--- config.mk ---
export PLATFORM = sky130hd
export DESIGN_NAME = mem_arbiter
export DESIGN_NICKNAME = d
export VERILOG_FILES = /design/src/rtl/mem_arbiter.sv
export SDC_FILE = /design/constraint.sdc
export NUM_CORES = 1
export LEC_CHECK = 0
export BUFFER_PORTS_ARGS = -buffer_cell sky130_fd_sc_hd__buf_2
export CORE_ASPECT_RATIO = 1.75
export CORE_MARGIN = 2
export CORE_UTILIZATION = 25
export DETAILED_ROUTE_END_ITERATION = 8
export PLACE_DENSITY = 0.5
export SETUP_SLACK_MARGIN = 0.2
export SLEW_MARGIN = 20
export SYNTH_ARGS = -nofsm -noshare
export SYNTH_HDL_FRONTEND = slang
export SYNTH_SLANG_ARGS = --single-unit
--- constraint.sdc ---
create_clock -name clk -period 4.7 [get_ports clk]
set_input_delay 0.94 -clock clk [delete_from_list [all_inputs] [get_ports clk]]
set_output_delay 0.94 -clock clk [all_outputs]
set_load 0.02 [all_outputs]
--- src/rtl/mem_arbiter.sv ---
// mem_arbiter: single-owner sequencer for the shared 32-bit memory bank.
//
// Requesters (level req, one-cycle ack pulse):
//   l_*  loader, write only, absolute priority
//   d_*  CPU data port, load (d_wen=0) or store (d_wen=1)
//   f_*  instruction fetch, read only
// Memory side: mem_req/mem_wen/mem_addr/mem_wdata out, mem_rdata/mem_rdy in.
// Status: rdata/err (valid with an ack, held until the next response),
//         busy, grant (00 none, 01 fetch, 10 data, 11 loader),
//         dbg_state (FSM state: 0 IDLE, 1 BUSY, 2 RESP).
//
// Handshakes: a requester raises req with a stable payload and keeps both
// until its ack cycle; the arbiter samples the winner in IDLE and ignores
// payload changes after that edge. On the memory side mem_req is held with
// a stable payload through BUSY; mem_rdy completes the access and is only
// looked at in BUSY. An access with no mem_rdy for TIMEOUT cycles completes
// with err=1 and rdata=0.
module mem_arbiter #(
  parameter int AW      = 12,
  parameter int TIMEOUT = 16
) (
  input  logic          clk,
  input  logic          rst,
  input  logic          l_req,
  input  logic [AW-1:0] l_addr,
  input  logic [31:0]   l_wdata,
  output logic          l_ack,
  input  logic          d_req,
  input  logic          d_wen,
  input  logic [AW-1:0] d_addr,
  input  logic [31:0]   d_wdata,
  output logic          d_ack,
  input  logic          f_req,
  input  logic [AW-1:0] f_addr,
  output logic          f_ack,
  output logic [31:0]   rdata,
  output logic          err,
  output logic          busy,
  output logic [1:0]    grant,
  output logic          mem_req,
  output logic          mem_wen,
  output logic [AW-1:0] mem_addr,
  output logic [31:0]   mem_wdata,
  input  logic [31:0]   mem_rdata,
  input  logic          mem_rdy,
  output logic [1:0]    dbg_state
);

  typedef enum logic [1:0] {
    ST_IDLE = 2'd0,
    ST_BUSY = 2'd1,
    ST_RESP = 2'd2
  } state_t;

  localparam logic [1:0] G_NONE  = 2'b00;
  localparam logic [1:0] G_FETCH = 2'b01;
  localparam logic [1:0] G_DATA  = 2'b10;
  localparam logic [1:0] G_LOAD  = 2'b11;
  localparam logic [7:0] CNT_LAST = 8'(TIMEOUT - 1);

  state_t        state_q;
  logic [7:0]    cnt_q;
  logic          last_dat_q;   // 1: data owned the bank last, fetch wins a tie
  logic [1:0]    grant_q;
  logic          busy_q;
  logic          mem_req_q;
  logic          mem_wen_q;
  logic [AW-1:0] mem_addr_q;
  logic [31:0]   mem_wdata_q;
  logic [31:0]   rdata_q;
  logic          err_q;
  logic          l_ack_q;
  logic          d_ack_q;
  logic          f_ack_q;
  logic [1:0]    win;

  // Winner among the current requests; only consumed in IDLE.
  always_comb begin
    win = G_NONE;
    if (l_req)               win = G_LOAD;
    else if (d_req && f_req) win = last_dat_q ? G_FETCH : G_DATA;
    else if (d_req)          win = G_DATA;
    else if (f_req)          win = G_FETCH;
  end

  always_ff @(posedge clk or negedge rst) begin
    if (!rst) begin
      state_q     <= ST_IDLE;
      cnt_q       <= 8'd0;
      last_dat_q  <= 1'b1;
      grant_q     <= G_NONE;
      busy_q      <= 1'b0;
      mem_req_q   <= 1'b0;
      mem_wen_q   <= 1'b0;
      mem_addr_q  <= '0;
      mem_wdata_q <= 32'd0;
      rdata_q     <= 32'd0;
      err_q       <= 1'b0;
      l_ack_q     <= 1'b0;
      d_ack_q     <= 1'b0;
      f_ack_q     <= 1'b0;
    end else begin
      case (state_q)
        ST_IDLE: begin
          if (win != G_NONE) begin
            grant_q   <= win;
            busy_q    <= 1'b1;
            mem_req_q <= 1'b1;
            cnt_q     <= 8'd0;
            state_q   <= ST_BUSY;
            case (win)
              G_LOAD: begin
                mem_addr_q  <= l_addr;
                mem_wdata_q <= l_wdata;
                mem_wen_q   <= 1'b1;
              end
              G_DATA: begin
                mem_addr_q  <= d_addr;
                mem_wdata_q <= d_wdata;
                mem_wen_q   <= d_wen;
                last_dat_q  <= 1'b1;
              end
              default: begin
                mem_addr_q  <= f_addr;
                mem_wdata_q <= 32'd0;
                mem_wen_q   <= 1'b0;
                last_dat_q  <= 1'b0;
              end
            endcase
          end
        end
        ST_BUSY: begin
          // mem_rdy is checked first so a late completion on the last
          // allowed cycle still counts as success.
          if (mem_rdy || (cnt_q == CNT_LAST)) begin
            rdata_q   <= (mem_rdy && !mem_wen_q) ? mem_rdata : 32'd0;
            err_q     <= !mem_rdy;
            mem_req_q <= 1'b0;
            l_ack_q   <= (grant_q == G_LOAD);
            d_ack_q   <= (grant_q == G_DATA);
            f_ack_q   <= (grant_q == G_FETCH);
            state_q   <= ST_RESP;
          end else begin
            cnt_q <= cnt_q + 8'd1;
          end
        end
        ST_RESP: begin
          l_ack_q <= 1'b0;
          d_ack_q <= 1'b0;
          f_ack_q <= 1'b0;
          grant_q <= G_NONE;
          busy_q  <= 1'b0;
          state_q <= ST_IDLE;
        end
        default: state_q <= ST_IDLE;
      endcase
    end
  end

  assign l_ack     = l_ack_q;
  assign d_ack     = d_ack_q;
  assign f_ack     = f_ack_q;
  assign rdata     = rdata_q;
  assign err       = err_q;
  assign busy      = busy_q;
  assign grant     = grant_q;
  assign mem_req   = mem_req_q;
  assign mem_wen   = mem_wen_q;
  assign mem_addr  = mem_addr_q;
  assign mem_wdata = mem_wdata_q;
  assign dbg_state = state_q;

endmodule

==> results of run 1 <==
==> where the power goes <==
part	leakage (nW)	internal (mW)	total (mW)	switching (mW)
clock network	0.133	0.365	0.698	0.333
registers	1.23	1.18	1.42	0.247
logic	1.74	0.596	1.76	1.16
total	3.10	2.14	3.88	1.74
==> worst reg2reg max path: stages (launching register included) <==
cell and delay [ps]:
dfstp_2 530, nand2b_1 100, a21oi_1 150, ha_1 240, or3_2 750, buf_4 420
o31ai_1 340
==> layout make-up <==
cell class                 count  area [um2]  share of cell area (%)
clock buffer                   9         225                    3.64
clock inverter                 6        51.3                   0.828
inverter                       6        22.5                   0.364
multi-input combinational    341        2030                    32.8
sequential                    96        2400                    38.8
tap                          234         293                    4.73
timing repair buffer         230        1170                    18.8
==> synthesized netlist by cell type, types with 2 or more instances <==
cell / number
o21ai_0: 34
buf_2: 4
a31oi_1: 35
o21a_1: 2
clkbuf_1: 39
a21oi_1: 52
ha_1: 5
nand2_1: 87
nand4b_1: 32
mux2i_1: 5
nand3_1: 4
inv_1: 6
buf_1: 3
dfrtp_1: 95
a22o_1: 12
o31ai_1: 31
nor2_1: 4
and3_1: 2
nand2b_1: 7
o21ai_1: 17
==> registers in the layout, indices dropped and copies added, names as in the netlist, 2 cells and up <==
name / count
rdata: 32
mem_wdata: 32
grant: 2
mem_addr: 12
cnt_q: 8
dbg_state: 2
==> cells by family after synthesis <==
logic type | count (synthesis) | synth area share (%)
compound gates | 188 | 24.6
mux | 6 | 1.32
buf+inv | 54 | 4.59
simple gates | 142 | 16.3
flops | 96 | 51.8
fa+ha+maj | 5 | 1.35
==> routing by layer <==
metal / vias to the layer above / GRT usage (%) / wire length [um]
li1: 2174 / - / -
met1: 2050 / 17.8 / 6180
met2: 226 / 25.5 / 7140
met3: 12 / 2.79 / 988
met4: 0 / 4.47 / 194
met5: - / 0 / 0
==> path summary, 6_finish.rpt <==
path / startpoint / end / cells after the start / slack (ps)
min: rdata[1] / rdata[1] / 2 / 480
max: d_req / mem_addr[3] / 7 / 1820
min reg2reg: rdata[1] / rdata[1] / 2 / 480
max in group asynchronous: rst / last_dat_q / 2 / 2990
min in group asynchronous: rst / rdata[6] / 1 / 720
max reg2reg: last_dat_q / mem_wdata[2] / 6 / 2070
==> results.yml, run 1 <==
placed_design:
  dp_slack_ps: 1400
  place.port_buffers: 225
  place.gp.congestion: 0.777
  dp.cells: 907
  dp_hpwl_um: 10700
  placed_area_mm2: 0.00592
sta:
  slew_headroom_pct: 28.0
  worstMarginPinSlew_ps: 1080
  setup_violations: 0
  finalCritPeriodShare_pct: 61.2
  setup_tns_ps: 0
  hold_ws_ps: 476
  grt_setup_unrepaired: "no"
  worst_slack_ps: 1820
  hold_viol: 0
  min_period_ps: 2880
  finalClockSkew_ps: 14.4
  max_freq_ghz: 0.348
  slew_viol_final: 0
cts:
  clkTransAtPathRegs_ps: 70
  clockBufferDepth: 2
  cts-hold-fix-buffers: 0
  cts_setup_buffers: 0
  cts_inserted_buffers: 9
  cts_tree: "done"
  cts_root_buf: "clkbuf_16"
  insertion_delay_ps: 350
  htreeDepth: 3
  ctsResizeCount: 0
  cts.sinks: 96
hold_path:
  holdCritPathClass: "reg -> reg"
drt:
  postRouteAntennaNets: 0
  via_per_inst: 4.84
  drcViolationCount: 0
  via_count: 4462
  routed_wirelength_um: 14500
  firstDrtPassIters: 5
  routedWlPerCell_um: 15.7
  drt_iter0_drc: 240
power:
  cellLeakagePower_nw: 3.10
  power_density_mw_per_mm2: 626
  power.total_mw: 3.88
  ir_drop_uv: 245
synthesis:
  synth_cell_types: 35
  syn_area_mm2: 0.00464
  async_reset_ff_share_pct: 100
  synth_edf_count: 0
  syn_nets: 635
  yosysTopAreaCellShare_pct: 51.3
  ys_seq_area_share_pct: 51.8
  synthFlopType: "dfrtp_1"
  ys_seq_elements: 96
  avgSynthCellArea_um2: 9.44
  yosysWarnings: 0
  synth_cells: 491
  synth_area_leaders: "dfrtp_1 51%, nand2_1 7.0%, nand4b_1 6.0%"
  synth_top_area_cell: "dfrtp_1"
worst_setup_path:
  slowest_delay_ps: 840
  cp_top_family: "adder cells"
  critPathKind: "in -> reg"
  critPathRequiredTime_ps: 4900
  critPathArrivalTime_ps: 3080
  path_buf_inv: 1
  crit_top_cell: "a21oi_1"
  start_kind: "input port"
  cp_slowest_cell: "ha_2"
  cp_max_fo: 46
  crit_chain: "buf_2 -> nand2b_1 -> a21oi_1 -> ha_2 -> nor2_1 -> a21oi_1 -> o21ai_0"
  cp-end-kind: "flip-flop"
status:
  status: "completed"
cells_and_area:
  syn_to_final_growth_pct: 33.6
  final_layout_size_suffix_gt1_share_pct: 37.2
  final_area_mm2: 0.00619
  final_cell_mix: "224 x buf_2, 95 x dfrtp_1, 87 x nand2_1, 52 x a21oi_1, 35 x a31oi_1"
  fillCellCount: 1884
  layout.nets: 828
  final_common_cell: "buf_2"
  insertedDiodeCount: 0
  fin_cells: 922
  final_core_util_pct: 34.1
floorplanning:
  die_y_um: 184
  start_util_pct: 25.6
  coreArea_mm2: 0.0181
  die_x_um: 107
  rows: 65
  dieArea_mm2: 0.0197
  io_pins: 226
global_route:
  grt_antenna_before_repair: 0
  grt_pass1_vias: 4427
  grt_pass1_wl_um: 22800
  grt_use_total_pct: 14.5
  grt_max_degree: 67
  overflow: 0
flow_run:
  maxCapViolCount: 0
(Power assumes the default switching activity.)
==> inputs of run 2 (changes only) <==
clock period = 3 ns   (was 4.7 ns; I/O delays follow)
==> run 2 against run 1 <==
Sequential power grew 58%. Highest routed layer unchanged. Critical path depth unchanged. Worst setup slack worse by 1300 ps. Sequential cell count is the same. Final cell count grew 0.43%. Power rose by 60%. First-iteration DRC count is 14% higher. Die area unchanged. Largest cell class unchanged. Routed wire length increased by 5.3%. Clock skew up 4.1 ps. Register-to-register slack worse by 1600 ps.
==> results.yml, run 2 (synthesis results as in run 1) <==
floorplanning:
  start_util_pct: 25.6
  io_pins: 226
  die_y_um: 184
  rows: 65
  dieArea_mm2: 0.0197
  die_x_um: 107
  coreArea_mm2: 0.0181
flow_run:
  maxCapViolCount: 0
cells_and_area:
  syn_to_final_growth_pct: 35.3
  final_cell_mix: "224 x buf_2, 95 x dfrtp_1, 87 x nand2_1, 52 x a21oi_1, 35 x a31oi_1"
  final_area_mm2: 0.00627
  fillCellCount: 1922
  insertedDiodeCount: 0
  layout.nets: 831
  final_common_cell: "buf_2"
  final_layout_size_suffix_gt1_share_pct: 37.3
global_route:
  busiest_layer: "met2"
  grt_max_degree: 90
  grtUsageMet3_pct: 3.85
  grt.met1_usage_pct: 19.0
  grt_use_total_pct: 15.6
  overflow: 0
  grt_antenna_before_repair: 0
  grt_pass1_vias: 4618
  grt_pass1_wl_um: 24500
  use_met2_pct: 26.8
drt:
  routed_wirelength_um: 15300
  drt_iter0_drc: 274
  drcViolationCount: 0
  postRouteAntennaNets: 0
  firstDrtPassIters: 5
  via_count: 4532
  via_per_inst: 4.89
  routedWlPerCell_um: 16.5
sta:
  setup_violations: 0
  worstMarginPinSlew_ps: 917
  max_freq_ghz: 0.398
  finalClockSkew_ps: 18.5
  finalCritPeriodShare_pct: 83.8
  min_period_ps: 2510
  slew_headroom_pct: 38.8
  slew_viol_final: 0
  hold_viol: 0
  setup_tns_ps: 0
  grt_setup_unrepaired: "no"
cts:
  cts_root_buf: "clkbuf_16"
  htreeDepth: 3
  cts_setup_buffers: 0
  clockBufferDepth: 2
  clkTransAtPathRegs_ps: 80
  cts-hold-fix-buffers: 0
  insertion_delay_ps: 350
  cts_tree: "done"
  cts_inserted_buffers: 9
  cts.sinks: 96
  ctsResizeCount: 0
placed_design:
  place.gp.congestion: 0.792
  dp_hpwl_um: 11300
  place.port_buffers: 225
  placed_area_mm2: 0.00598
worst_setup_path:
  cp_top_family: "simple AND/OR/NAND/NOR gates"
  timing.rr.start: "last_dat_q"
  start_kind: "flip-flop"
  crit_chain: "nand2_1 -> a21oi_1 -> inv_1 -> ha_2 -> nor2_1 -> a21oi_1 -> o21ai_0"
  critPathKind: "reg -> reg"
  path_buf_inv: 1
  crit_top_cell: "a21oi_1"
  rr_worst_depth: 7
  cp_max_fo: 22
  cp_slowest_cell: "nor2_1"
  slowest_delay_ps: 700
  critPathRequiredTime_ps: 3260
  critPathArrivalTime_ps: 2770
  cp-end-kind: "flip-flop"
  regToRegEndpoint: "mem_addr[11]"
  reg2reg_setup_slack_ps: 490
power:
  ir_drop_uv: 350
  cellLeakagePower_nw: 3.14
  power_density_mw_per_mm2: 992
status:
  status: "completed"
hold_path:
  holdCritPathClass: "in -> async"
[run 2: per-layer routing]
metal  share of wire, %  routed length (um)
met5                  0                   0
met4                1.6                 240
met3                7.5                1150
met2                 49                7470
met1                 42                6420
[run 2: area by class of cell]
cell class | instances | area (um2) | share of cell area (%)
inverters | 6 | 22.5 | 0.359
multi-input cells | 341 | 2030 | 32.4
well taps | 234 | 293 | 4.67
repair buffers | 233 | 1230 | 19.5
clock inverters | 5 | 63.8 | 1.02
flip-flops and latches | 96 | 2400 | 38.3
clock buffers | 11 | 233 | 3.71
[run 2: report_power, final]
| group | internal [mW] | switching (mW) |
|---|---|---|
| sequential | 1.84 | 0.391 |
| clock | 0.656 | 0.524 |
| combinational | 0.963 | 1.85 |
[run 2: per-stage QoR]
| stage | setup WS (ps) | hold WS (ps) | util (%) | cells | power, mW |
|---|---|---|---|---|---|
| 2_1_floorplan | 874 | 304 | - | 491 | 4.01 |
| 3_3_place_gp | 410 | 458 | 32.9 | 910 | 5.04 |
| 3_5_place_dp | 256 | 466 | 32.9 | 910 | 5.11 |
| 4_1_cts | 439 | 302 | 34.6 | 926 | 6.32 |
| 5_1_grt | 227 | 323 | 34.6 | 926 | 6.71 |
| 6_report | 485 | 284 | 34.6 | 926 | 6.22 |
[run 2: worst max path at each step]
stage,cells after the start,startpoint,end,slack [ps]
final,7,last_dat_q,mem_addr[11],490
after floorplan,9,d_req,mem_wdata[10],870
after CTS,7,last_dat_q,mem_addr[11],440
after global routing,7,last_dat_q,mem_addr[0],230
after global placement,8,d_req,mem_addr[5],410
after detailed placement,8,d_req,mem_addr[11],260
